===== config.mk =====
export PLATFORM = sky130hd
export DESIGN_NAME = ro_puf_response_gen
export DESIGN_NICKNAME = d
export VERILOG_FILES = /design/src/rtl/ro_puf_pkg.sv /design/src/rtl/ro_puf_response_gen_ro_edge_counter.sv /design/src/rtl/ro_puf_response_gen.sv
export SDC_FILE = /design/constraint.sdc
export NUM_CORES = 1
export LEC_CHECK = 0
export ABC_AREA = 1
export ABC_CLOCK_PERIOD_IN_PS = 2000
export BUFFER_PORTS_ARGS = -buffer_cell sky130_fd_sc_hd__buf_2
export CORE_UTILIZATION = 52
export DETAILED_ROUTE_END_ITERATION = 8
export GPL_TIMING_DRIVEN = 0
export PLACE_DENSITY = 0.76
export SKIP_CTS_REPAIR_TIMING = 1
export SYNTH_ARGS = -nofsm -noshare
export SYNTH_HDL_FRONTEND = slang
export SYNTH_HIERARCHICAL = 1
export SYNTH_SLANG_ARGS = --single-unit

===== constraint.sdc =====
create_clock -name clk -period 2 [get_ports clk]
set_clock_uncertainty 0.1 [all_clocks]
set_input_delay 0.1 -clock clk [delete_from_list [all_inputs] [get_ports clk]]
set_output_delay 0.1 -clock clk [all_outputs]
set_load 0.01 [all_outputs]

===== src/rtl/ro_puf_pkg.sv =====
// Shared definitions for the ring-oscillator PUF response generator:
// default sizes, FSM state encoding and challenge field positions.
package ro_puf_pkg;

  localparam int DEF_N_RO   = 16;
  localparam int DEF_SEL_W  = 4;
  localparam int DEF_CNT_W  = 16;
  localparam int DEF_WINDOW = 1024;

  // Challenge layout is {sel_a, sel_b}; field index times SEL_W gives the LSB.
  localparam int CH_SEL_A_IDX = 1;
  localparam int CH_SEL_B_IDX = 0;

  typedef enum logic [1:0] {
    IDLE = 2'd0,
    RUN  = 2'd1,
    CMP  = 2'd2
  } state_t;

endpackage


===== src/rtl/ro_puf_response_gen_ro_edge_counter.sv =====
// Rising-edge counter for one selected ring-oscillator output.
// Optional feature macro: RO_PUF_SYNC_EN adds a 2-flop synchronizer
// in front of the edge detector.
module ro_edge_counter
  import ro_puf_pkg::*;
#(
  parameter int CNT_W = DEF_CNT_W
) (
  input  logic             clk,
  input  logic             rst,
  input  logic             ro_in,
  input  logic             clear,
  input  logic             load,
  input  logic             count_en,
  output logic [CNT_W-1:0] count
);

  logic             sample;
  logic             hist_q, hist_d;
  logic [CNT_W-1:0] cnt_q, cnt_d;
  logic             rising;

`ifdef RO_PUF_SYNC_EN
  logic sync1_q, sync1_d;
  logic sync2_q, sync2_d;

  // Synchronizer stages run freely so stage 2 is settled when a window opens.
  always_comb begin
    sync1_d = ro_in;
    sync2_d = sync1_q;
  end

  // Synchronizer registers.
  always_ff @(posedge clk) begin
    if (rst) begin
      sync1_q <= 1'b0;
      sync2_q <= 1'b0;
    end else begin
      sync1_q <= sync1_d;
      sync2_q <= sync2_d;
    end
  end

  assign sample = sync2_q;
`else
  assign sample = ro_in;
`endif

  assign rising = ~hist_q & sample;

  // History tracks the sample only while loading or counting; counter saturates.
  always_comb begin
    hist_d = hist_q;
    cnt_d  = cnt_q;
    if (load || count_en) begin
      hist_d = sample;
    end
    if (clear) begin
      cnt_d = '0;
    end else if (count_en && rising && (cnt_q != {CNT_W{1'b1}})) begin
      cnt_d = cnt_q + 1'b1;
    end
  end

  // Edge-history and counter registers.
  always_ff @(posedge clk) begin
    if (rst) begin
      hist_q <= 1'b0;
      cnt_q  <= '0;
    end else begin
      hist_q <= hist_d;
      cnt_q  <= cnt_d;
    end
  end

  assign count = cnt_q;

endmodule


===== src/rtl/ro_puf_response_gen.sv =====
// Ring-oscillator PUF response generator: measures two selected oscillators
// over a fixed clock window and compares their edge counts.
// Optional feature macro: RO_PUF_SYNC_EN (synchronizer inside ro_edge_counter).
module ro_puf_response_gen
  import ro_puf_pkg::*;
#(
  parameter int N_RO   = DEF_N_RO,
  parameter int SEL_W  = DEF_SEL_W,
  parameter int CNT_W  = DEF_CNT_W,
  parameter int WINDOW = DEF_WINDOW
) (
  input  logic               clk,
  input  logic               rst,
  input  logic [N_RO-1:0]    ro_out,
  input  logic               start,
  input  logic [2*SEL_W-1:0] challenge,
  output logic               ro_enable,
  output logic               busy,
  output logic               response_valid,
  output logic               response,
  output logic               tie,
  output logic [CNT_W-1:0]   count_a,
  output logic [CNT_W-1:0]   count_b
);

  localparam int WIN_W = $clog2(WINDOW + 1);

  state_t             state_q, state_d;
  logic [SEL_W-1:0]   sel_a_q, sel_a_d;
  logic [SEL_W-1:0]   sel_b_q, sel_b_d;
  logic [WIN_W-1:0]   win_q, win_d;
  logic               ro_enable_q, ro_enable_d;
  logic               busy_q, busy_d;
  logic               valid_q, valid_d;
  logic               response_q, response_d;
  logic               tie_q, tie_d;

  logic               accept;
  logic               counting;
  logic [SEL_W-1:0]   mux_sel_a, mux_sel_b;
  logic [CNT_W-1:0]   cnt_a, cnt_b;

  assign accept   = (state_q == IDLE) && start;
  assign counting = (state_q == RUN);

  // While idle the incoming challenge drives the mux so history loads from the new pair.
  always_comb begin
    mux_sel_a = sel_a_q;
    mux_sel_b = sel_b_q;
    if (state_q == IDLE) begin
      mux_sel_a = challenge[CH_SEL_A_IDX*SEL_W +: SEL_W];
      mux_sel_b = challenge[CH_SEL_B_IDX*SEL_W +: SEL_W];
    end
  end

  ro_edge_counter #(.CNT_W(CNT_W)) u_cnt_a (
    .clk      (clk),
    .rst      (rst),
    .ro_in    (ro_out[mux_sel_a]),
    .clear    (accept),
    .load     (accept),
    .count_en (counting),
    .count    (cnt_a)
  );

  ro_edge_counter #(.CNT_W(CNT_W)) u_cnt_b (
    .clk      (clk),
    .rst      (rst),
    .ro_in    (ro_out[mux_sel_b]),
    .clear    (accept),
    .load     (accept),
    .count_en (counting),
    .count    (cnt_b)
  );

  // Next-state logic: accept in IDLE, run WINDOW cycles, compare for one cycle.
  always_comb begin
    state_d     = state_q;
    sel_a_d     = sel_a_q;
    sel_b_d     = sel_b_q;
    win_d       = win_q;
    ro_enable_d = ro_enable_q;
    busy_d      = busy_q;
    valid_d     = 1'b0;
    response_d  = response_q;
    tie_d       = tie_q;
    case (state_q)
      IDLE: begin
        if (start) begin
          state_d     = RUN;
          sel_a_d     = challenge[CH_SEL_A_IDX*SEL_W +: SEL_W];
          sel_b_d     = challenge[CH_SEL_B_IDX*SEL_W +: SEL_W];
          win_d       = '0;
          ro_enable_d = 1'b1;
          busy_d      = 1'b1;
          response_d  = 1'b0;
          tie_d       = 1'b0;
        end
      end
      RUN: begin
        win_d = win_q + 1'b1;
        if (win_q == WIN_W'(WINDOW - 1)) begin
          state_d     = CMP;
          ro_enable_d = 1'b0;
        end
      end
      CMP: begin
        response_d = (cnt_a > cnt_b);
        tie_d      = (cnt_a == cnt_b);
        valid_d    = 1'b1;
        busy_d     = 1'b0;
        state_d    = IDLE;
      end
      default: begin
        state_d     = IDLE;
        ro_enable_d = 1'b0;
        busy_d      = 1'b0;
      end
    endcase
  end

  // State and registered outputs.
  always_ff @(posedge clk) begin
    if (rst) begin
      state_q     <= IDLE;
      sel_a_q     <= '0;
      sel_b_q     <= '0;
      win_q       <= '0;
      ro_enable_q <= 1'b0;
      busy_q      <= 1'b0;
      valid_q     <= 1'b0;
      response_q  <= 1'b0;
      tie_q       <= 1'b0;
    end else begin
      state_q     <= state_d;
      sel_a_q     <= sel_a_d;
      sel_b_q     <= sel_b_d;
      win_q       <= win_d;
      ro_enable_q <= ro_enable_d;
      busy_q      <= busy_d;
      valid_q     <= valid_d;
      response_q  <= response_d;
      tie_q       <= tie_d;
    end
  end

  assign ro_enable      = ro_enable_q;
  assign busy           = busy_q;
  assign response_valid = valid_q;
  assign response       = response_q;
  assign tie            = tie_q;
  assign count_a        = cnt_a;
  assign count_b        = cnt_b;

endmodule


==> results.cfg <==
[synthesis]
synthArstFlopShare_pct = 0
yosysSeqAreaShare_pct = 30.1
ys_ff_latch = 60
synth_simple_gate_area_share_pct = 40.4
synth.cell_area_um2 = 3990
synthFlopType = dfxtp_1
synth_common_cells = nand2_1, nor2_1, inv_1
synthAdderAreaFrac_pct = 5.96
syn_inst = 627
synth_xor_area_share_pct = 0.439
yosysTopAreaCell = dfxtp_1
netlist.area_leader.share_pct = 30.1
synth_edf_count = 0
synth_area_per_cell_um2 = 6.36
ys_warn_count = 6
synthMuxAreaShare_pct = 0
yosys-top-cells-area = dfxtp_1, nand2_1, nor2_1
synth_top_family_by_area = simple AND/OR/NAND/NOR gates
synth_most_common_cell = nand2_1
synth_compound_area_share_pct = 13.2
yosysUniqueCellTypes = 34
synth_nets = 673

[global_routing]
antenna_found_initial = 0
grt_max_degree = 14
grt_pass1_vias = 3714
grt_pass1_wl_um = 16000
grt-ovfl-total = 0
grtUsageTotal_pct = 25.7

[cells_and_area]
fillers = 610
antenna_cells = 0
synthToLayoutAreaGrowth_pct = 30.3
finish.instance_area_um2 = 5200
utilization_pct = 70.9
multi_input_area_um2 = 2750
seq_area_um2 = 1210
instances_no_fill = 831
nets = 773
layout-drive-gt1-share_pct = 26.9

[clock_network]
cts_tree = yes
clk_latency_ps = 350
cts.htree.levels = 3
clockBufferDepth = 2
cts_sinks = 60
path_clk_slew_ps = 70
cts_root_buf = clkbuf_8
cts_buffers = 9

[sta]
fin_crit_ps = 2340
rsz0062_at_grt = true
hold_viol = 2
slew_violations = 0
relSlewSlack_pct = 68.1
tightest_slew_ps = 477
timing.final.crit_share_pct = 117
setup_ws_ps = -341
worst_hold_slack_ps = -6.27
max_freq_mhz = 427
setup_viol = 32

[outcome]
outcome = complete, but fails checks
violations = hold timing, setup timing

[placement]
dp_hpwl_um = 7460
gp_congestion = 0.929
pre_cts_slack_ps = -333
port_buffers = 63
dp_cells = 789
placed_area_um2 = 4480

[worst_setup_path]
worstRegToRegCells = 15
worstSetupPathType = flip-flop to flip-flop
crit_path_start_kind = flip-flop
cp.required_ps = 2150
worstSetupEndpointType = flip-flop
cp_max_fo = 7
cp.arrival_ps = 2490

[die]
start_util_pct = 54.4
die_x_um = 89.6
num_rows = 31
die_h_um = 89.6
core_area_um2 = 7330
io-pin-count = 64
die-area_um2 = 8020

[flow_run]
cap_violations = 0

[min_path]
hold_depth = 3
hp-class = input port to flip-flop

[pwr]
p_per_area_nw_per_um2 = 546
peakVddDrop_mv = 0.295
p_leak_nw = 2.32

[route]
firstDrtPassIters = 5
route.detailed.drc = 0
postRouteWirelength_um = 11000
ant_nets = 0
drt-initial-drc-count = 134
vias = 4461
vias_per_cell = 5.37
routedWlPerCell_um = 13.2
[kinds of logic after synthesis]
group / Yosys count
adder cells (fa/ha/maj): 19
flip-flops: 60
XOR/XNOR: 2
buffers and inverters: 98
AND/OR/NAND/NOR: 352
AO/OA/AOI/OAI: 96
[worst max-delay path, cell delays in order (launching register included)]
cell and delay (ps):
dfxtp_4 390, nor2_4 180, buf_6 170, nand2_4 70, nand2_4 100, o211ai_1 130, nand3_1 150, nand3_2 80
nand2_2 110, nand3_4 150, nor2_4 180, nand2_4 100, a21oi_2 140, nand2_1 60, nand2_1 60, nor2_1 40
[stage by stage]
step	hold WS [ps]	total power (W)	TNS, ps
after detailed placement	285	0.00168	-6500
after CTS	-72.6	0.00273	-6920
after floorplan	78.5	0.00156	-3.56
after global placement	281	0.00167	-5830
final	-6.27	0.00284	-7110
after global routing	-0.376	0.00297	-10700
[report_power, final]
group          internal, W  total (W)  switching [W]
Sequential         0.00123    0.00125      0.0000266
Clock             0.000569    0.00106       0.000490
Combinational     0.000206   0.000527       0.000321
[layout make-up]
class                   count  area share, %
plain buffers              10           1.25
clock buffers              11           2.53
clock inverters             5           1.01
inverters                  88           6.45
multi-input cells         472           52.9
flip-flops and latches     60           23.3
well taps                  99           2.38
repair buffers             86           10.2
[routing by layer]
| layer | track usage, % | part of all wire (%) |
|---|---|---|
| met5 | 0 | 0 |
| met4 | 8.95 | 2.3 |
| met3 | 6.31 | 6.1 |
| met2 | 45.2 | 49 |
| met1 | 30.6 | 42 |
[cell usage in the layout (no fill, tap or decap), drive strengths merged, types with 6 or more instances in the layout]
cell	count
nand2	156
nor2	112
inv	88
buf	85
nand3	68
dfxtp	60
a21oi	47
o21ai	32
ha	19
clkbuf	15
nand4	9
a211oi	7
dlygate4sd3	7
nor3	6
[final timing paths]
check | from | end | slack [ps]
setup / recovery | state_q[1]$_SDFFE_PP0P_ | u_cnt_a/count[5]$_SDFFE_PP0P_ | -340
hold / removal | challenge[6] | sel_a_q[2]$_SDFFE_PP0P_ | -6
setup reg to reg | state_q[1]$_SDFFE_PP0P_ | u_cnt_a/count[5]$_SDFFE_PP0P_ | -340
hold reg to reg | win_q[10]$_SDFFE_PP0P_ | win_q[10]$_SDFFE_PP0P_ | 370
[flip-flops by register name (all words and copies together), names as in the netlist]
register / flops
busy: 1
win_q: 11
ro_enable: 1
response: 1
sel_a_q: 4
u_cnt_a/hist_q: 1
u_cnt_a/count: 16
tie: 1
sel_b_q: 4
state_q: 2
u_cnt_b/count: 16
response_valid: 1
u_cnt_b/hist_q: 1
Power figures use the tool's default switching activity.
